## src/rtl/spi_seq_pkg.sv

```systemverilog
// Shared types and command constants for the SPI sweep sequencer.
package spi_seq_pkg;

    typedef enum logic [1:0] {
        S_IDLE,
        S_ISSUE,
        S_WAIT_RX,
        S_DONE
    } state_e;

    localparam logic [1:0]  CONVERT_OP     = 2'b00;
    localparam logic [15:0] DUMMY_CMD      = 16'hE800;
    localparam int          PIPE_DEPTH_DEF = 2;

endpackage

```

## src/rtl/spi_seq_ctrl.sv

```systemverilog
// Sweep sequencer: issues CONVERT/dummy frames to an SPI engine and
// tags pipelined results with sweep count and channel index.
module spi_seq_ctrl
    import spi_seq_pkg::*;
#(
    parameter int CH_W       = 5,
    parameter int PIPE_DEPTH = PIPE_DEPTH_DEF
) (
    input  logic            clk,
    input  logic            reset,
    input  logic            start_trig,
    input  logic            abort_trig,
    input  logic [CH_W-1:0] last_ch,
    input  logic            loop_en,
    output logic            frame_valid,
    output logic [15:0]     frame_data,
    input  logic            frame_ready,
    input  logic            rx_valid,
    input  logic [15:0]     rx_data,
    output logic            out_valid,
    output logic [31:0]     out_data,
    input  logic            out_ready,
    output logic            busy,
    output logic            done,
    output logic            overflow
);

    localparam int FW = CH_W + 8;

    state_e          state_q, state_d;
    logic [FW-1:0]   f_q, f_d;
    logic [CH_W-1:0] last_q, last_d;
    logic [7:0]      sweep_q, sweep_d;
    logic            pend_q, pend_d;
    logic            ovf_q, ovf_d;
    logic            out_valid_q, out_valid_d;
    logic [31:0]     out_data_q, out_data_d;

    logic [FW-1:0]   f_end;
    logic [4:0]      ch;
    logic [15:0]     cmd;

    assign f_end = FW'(last_q) + FW'(PIPE_DEPTH);
    assign ch    = 5'(f_q - FW'(PIPE_DEPTH));
    assign cmd   = (f_q <= FW'(last_q))
                 ? {CONVERT_OP, 1'b0, 5'(f_q), 8'h00}
                 : DUMMY_CMD;

    assign frame_valid = (state_q == S_ISSUE);
    assign frame_data  = frame_valid ? cmd : 16'h0000;
    assign busy        = (state_q != S_IDLE);
    assign done        = (state_q == S_DONE);
    assign overflow    = ovf_q;
    assign out_valid   = out_valid_q;
    assign out_data    = out_data_q;

    always_comb begin
        state_d     = state_q;
        f_d         = f_q;
        last_d      = last_q;
        sweep_d     = sweep_q;
        pend_d      = pend_q;
        ovf_d       = ovf_q;
        out_valid_d = 1'b0;
        out_data_d  = out_data_q;
        case (state_q)
            S_IDLE: begin
                if (start_trig && !abort_trig) begin
                    last_d  = last_ch;
                    f_d     = '0;
                    pend_d  = 1'b0;
                    state_d = S_ISSUE;
                end
            end
            S_ISSUE: begin
                if (abort_trig) begin
                    state_d = S_IDLE;
                end else if (frame_ready) begin
                    state_d = S_WAIT_RX;
                end
            end
            S_WAIT_RX: begin
                if (abort_trig) begin
                    pend_d = 1'b1;
                end
                if (rx_valid) begin
                    // The first PIPE_DEPTH words belong to no channel of this sweep.
                    if (f_q >= FW'(PIPE_DEPTH)) begin
                        if (out_ready) begin
                            out_valid_d = 1'b1;
                            out_data_d  = {sweep_q, 3'b000, ch, rx_data};
                        end else begin
                            ovf_d = 1'b1;
                        end
                    end
                    if (pend_q || abort_trig) begin
                        state_d = S_IDLE;
                    end else if (f_q == f_end) begin
                        state_d = S_DONE;
                    end else begin
                        f_d     = f_q + FW'(1);
                        state_d = S_ISSUE;
                    end
                end
            end
            S_DONE: begin
                sweep_d = sweep_q + 8'd1;
                f_d     = '0;
                if (loop_en && !abort_trig) begin
                    state_d = S_ISSUE;
                end else begin
                    state_d = S_IDLE;
                end
            end
            default: state_d = S_IDLE;
        endcase
    end

    always_ff @(posedge clk or negedge reset) begin
        if (!reset) begin
            state_q     <= S_IDLE;
            f_q         <= '0;
            last_q      <= '0;
            sweep_q     <= '0;
            pend_q      <= 1'b0;
            ovf_q       <= 1'b0;
            out_valid_q <= 1'b0;
            out_data_q  <= '0;
        end else begin
            state_q     <= state_d;
            f_q         <= f_d;
            last_q      <= last_d;
            sweep_q     <= sweep_d;
            pend_q      <= pend_d;
            ovf_q       <= ovf_d;
            out_valid_q <= out_valid_d;
            out_data_q  <= out_data_d;
        end
    end

endmodule

```

## config.mk

```make
export PLATFORM = sky130hd
export DESIGN_NAME = spi_seq_ctrl
export DESIGN_NICKNAME = d
export VERILOG_FILES = /design/src/rtl/spi_seq_pkg.sv /design/src/rtl/spi_seq_ctrl.sv
export SDC_FILE = /design/constraint.sdc
export NUM_CORES = 1
export LEC_CHECK = 0
export CAP_MARGIN = 20
export CORE_UTILIZATION = 30
export CTS_CLUSTER_DIAMETER = 200
export DETAILED_ROUTE_END_ITERATION = 6
export GPL_ROUTABILITY_DRIVEN = 1
export GPL_TIMING_DRIVEN = 1
export HOLD_SLACK_MARGIN = 0.03
export PLACE_DENSITY = 0.59
export SLEW_MARGIN = 25
export SYNTH_ARGS = -nofsm -noshare
export SYNTH_HDL_FRONTEND = slang
export SYNTH_SLANG_ARGS = --single-unit
```

## constraint.sdc

```tcl
create_clock -name clk -period 4.1 [get_ports clk]
set_input_delay 0.615 -clock clk [delete_from_list [all_inputs] [get_ports clk]]
set_output_delay 0.615 -clock clk [all_outputs]
set_load 0.02 [all_outputs]
```

==> impl_metrics.yaml <==
status:
  outcome: "complete, no violations"
yosys:
  yosysMostFrequentCell: "dfrtp_1"
  synthTopCellsByCount: "dfrtp_1, nand2_1, mux2_2, o21ai_0, buf_4"
  synth_edf_count: 0
  yosys_warnings: 0
  syn_area_um2: 3240
  async_flop_share_pct: 100
  synth.top_cell.area_share_pct: 46.3
  avgSynthCellArea_um2: 10.6
  yosysUniqueCellTypes: 52
  ys.flop_type: "dfrtp_1"
  synth_seq_cells: 60
  yosys-top-cells-area: "dfrtp_1, mux2_2, ha_1, nand2_1, buf_4"
  syn_inst: 307
  yosysTopAreaCell: "dfrtp_1"
  synth-seq-area-share_pct: 46.3
clock_network:
  postCtsSetupBuffers: 0
  htreeDepth: 3
  insertion_delay_ns: 0.34
  postCtsHoldBufs: 0
  cts.sinks: 60
  cts_resized: 0
  worst_setup_hold_path_clk_slew_ns: 0.07
  clk_path_buf_depth: 2
  cts_tree: "yes"
  cts-root-buf: "clkbuf_8"
  cts_buffers: 9
setup_path:
  worstPathRequired_ns: 3.48
  rr_endpoint: "f_q[8]$_DFFE_PN0P_"
  rr_worst_depth: 5
  arrival_ns: 2.80
  cp-start-kind: "flop"
  reg2reg_from: "f_q[3]$_DFFE_PN0P_"
  crit_chain: "ha_1 > nor2b_1 > o21a_1 > o21ai_0 > a21oi_1 > o21a_1 > clkdlybuf4s50_1"
  worstPathMaxFanout: 9
  crit_slowest_cell: "clkdlybuf4s50_1"
  crit_top_cell: "o21a_1"
  r2r_slack_ns: 1.66
  end_kind: "output port"
  setup.worst_path.class: "flop to output port"
  cpPeakStageDelay_ns: 0.63
die:
  dieArea_um2: 11200
  core_area_um2: 10400
  initial_core_util_pct: 31.1
  fp-row-count: 37
  pin_count: 82
  die_w_um: 106
  die_height_um: 106
placed_design:
  place.gp.congestion: 0.801
  dpl_cell_area_um2: 3970
  port_buffers: 70
  post-dp-hpwl_mm: 5.18
power_and_ir_drop:
  power_density_nw_per_um2: 458
  vdd_ir_drop_max_v: 0.000179
  total_leakage_power_nw: 1.87
global_routing:
  gr-total-overflow: 0
  antenna_found_initial: 0
  grt_pass1_wl_mm: 11.6
  grt_max_degree: 36
  grt.total_usage_pct: 13.3
  grt_pass1_vias: 2358
sta:
  fin_setup_tns_ns: 0
  maxSlewViolCount: 0
  fmax_mhz: 293
  finalHoldViolCount: 0
  fin_crit_sh_pct: 83.2
  worst_slew_pin_slew_ns: 0.728
  rsz0062_at_grt: "false"
  slew_headroom_pct: 51.5
  layout_min_cycle_time_ns: 3.41
  final-setup-viol-count: 0
  skew_ns: 0.00535
route:
  dr.pass1.iters: 4
  wire_per_inst_um: 13.8
  via_count: 2456
  vias_per_cell: 4.76
  drt_iter0_drc: 93
  postRouteWirelength_mm: 7.11
  drc_errors: 0
  detail-route-antenna-nets: 0
final_layout:
  nets: 415
  areaGrowthSynthToFinish_pct: 29.6
  diodes: 0
  final_area_um2: 4200
  drive_above_1_share_pct: 15.3
hold_path:
  holdCritPathClass: "input pin to asynchronous set/reset pin"
job:
  drv_cap: 0
==> routing by layer <==
layer	vias up	track usage [%]	wire length (µm)
li1	1207	-	-
met1	1157	17.1	3320
met2	80	21.2	3300
met3	12	3.74	363
met4	0	4.96	126
met5	-	0	0
==> stage by stage <==
stage / setup slack, ns / hold WS, ns / util [%] / total power, W / std cells
after floorplan: 1.64 / 0.319 / - / 0.00119 / 317
after global placement: 1.12 / 0.457 / 38.1 / 0.00139 / 499
after detailed placement: 1.08 / 0.460 / 38.1 / 0.00140 / 499
after CTS: 0.683 / 0.351 / 40.0 / 0.00195 / 515
after global routing: 0.552 / 0.380 / 40.3 / 0.00206 / 516
final: 0.688 / 0.329 / 40.3 / 0.00193 / 516
==> sequential cells by signal, indices dropped and copies added (netlist names) <==
register	count
f_q	13
last_q	5
sweep_q	8
state_q	2
out_data	29
out_valid	1
pend_q	1
overflow	1
==> logic make-up after synthesis <==
family / count (synthesis) / synth area share [%]
DFF: 60 / 46.3
xor gates and xnor gates: 13 / 3.74
muxes: 27 / 9.34
buffers and inverters: 36 / 7.02
and+or+nand+nor: 106 / 17.6
other: 1 / 0.116
AOI/OAI and AO/OA: 53 / 11.7
adders and majority gates: 11 / 4.24
==> power breakdown <==
| part | leakage (nW) | switching [W] | internal [W] |
|---|---|---|---|
| Clock | 0.0958 | 0.000255 | 0.000283 |
| Combinational | 0.952 | 0.000331 | 0.000281 |
| Sequential | 0.821 | 0.000103 | 0.000674 |
==> worst max path at each step <==
stage / from / end / slack (ns) / cells past startpoint
2_1_floorplan: f_q[1]$_DFFE_PN0P_ / frame_data[10] / 1.64 / 6
3_3_place_gp: f_q[1]$_DFFE_PN0P_ / frame_data[11] / 1.12 / 7
3_5_place_dp: f_q[1]$_DFFE_PN0P_ / frame_data[13] / 1.08 / 7
4_1_cts: f_q[1]$_DFFE_PN0P_ / frame_data[13] / 0.68 / 7
5_1_grt: f_q[1]$_DFFE_PN0P_ / frame_data[13] / 0.55 / 7
6_report: f_q[1]$_DFFE_PN0P_ / frame_data[13] / 0.69 / 7
==> worst max-delay path, delay by kind of cell (launching register included) <==
kind | cells | cell delay, ns
AOI/OAI and AO/OA | 4 | 0.84
buffers and inverters | 1 | 0.63
DFF | 1 | 0.49
adders and majority gates | 1 | 0.36
and+or+nand+nor | 1 | 0.14
==> area by class of cell <==
type / count / area, µm²
multi-input combinational: 221 / 1560
clock inverter: 7 / 76.3
tap: 136 / 170
timing repair buffer: 73 / 738
sequential: 60 / 1500
inverter: 10 / 37.5
clock buffer: 9 / 124
fill: 1015 / 6210
==> cells in the final DEF (no fill, tap or decap), types with 2 or more instances in the layout <==
cell	n
or4_2	2
nor2b_1	2
or3_2	2
clkdlybuf4s50_1	69
a41oi_1	2
nand3_1	13
mux2_1	9
conb_1	11
inv_1	10
ha_1	11
clkinvlp_4	2
or4_1	2
a21oi_1	11
nor3_1	8
clkbuf_8	9
o211ai_1	5
nor2_1	13
mux2_2	17
dfrtp_1	60
nand2_1	35
xor2_1	4
and3_1	2
o31ai_1	4
xnor2_1	8
clkinv_4	2
buf_4	2
o21a_1	2
and2_1	2
o21ai_0	17
or2_2	7
nand4_1	8
nand3b_1	2
(Power assumes the default switching activity.)
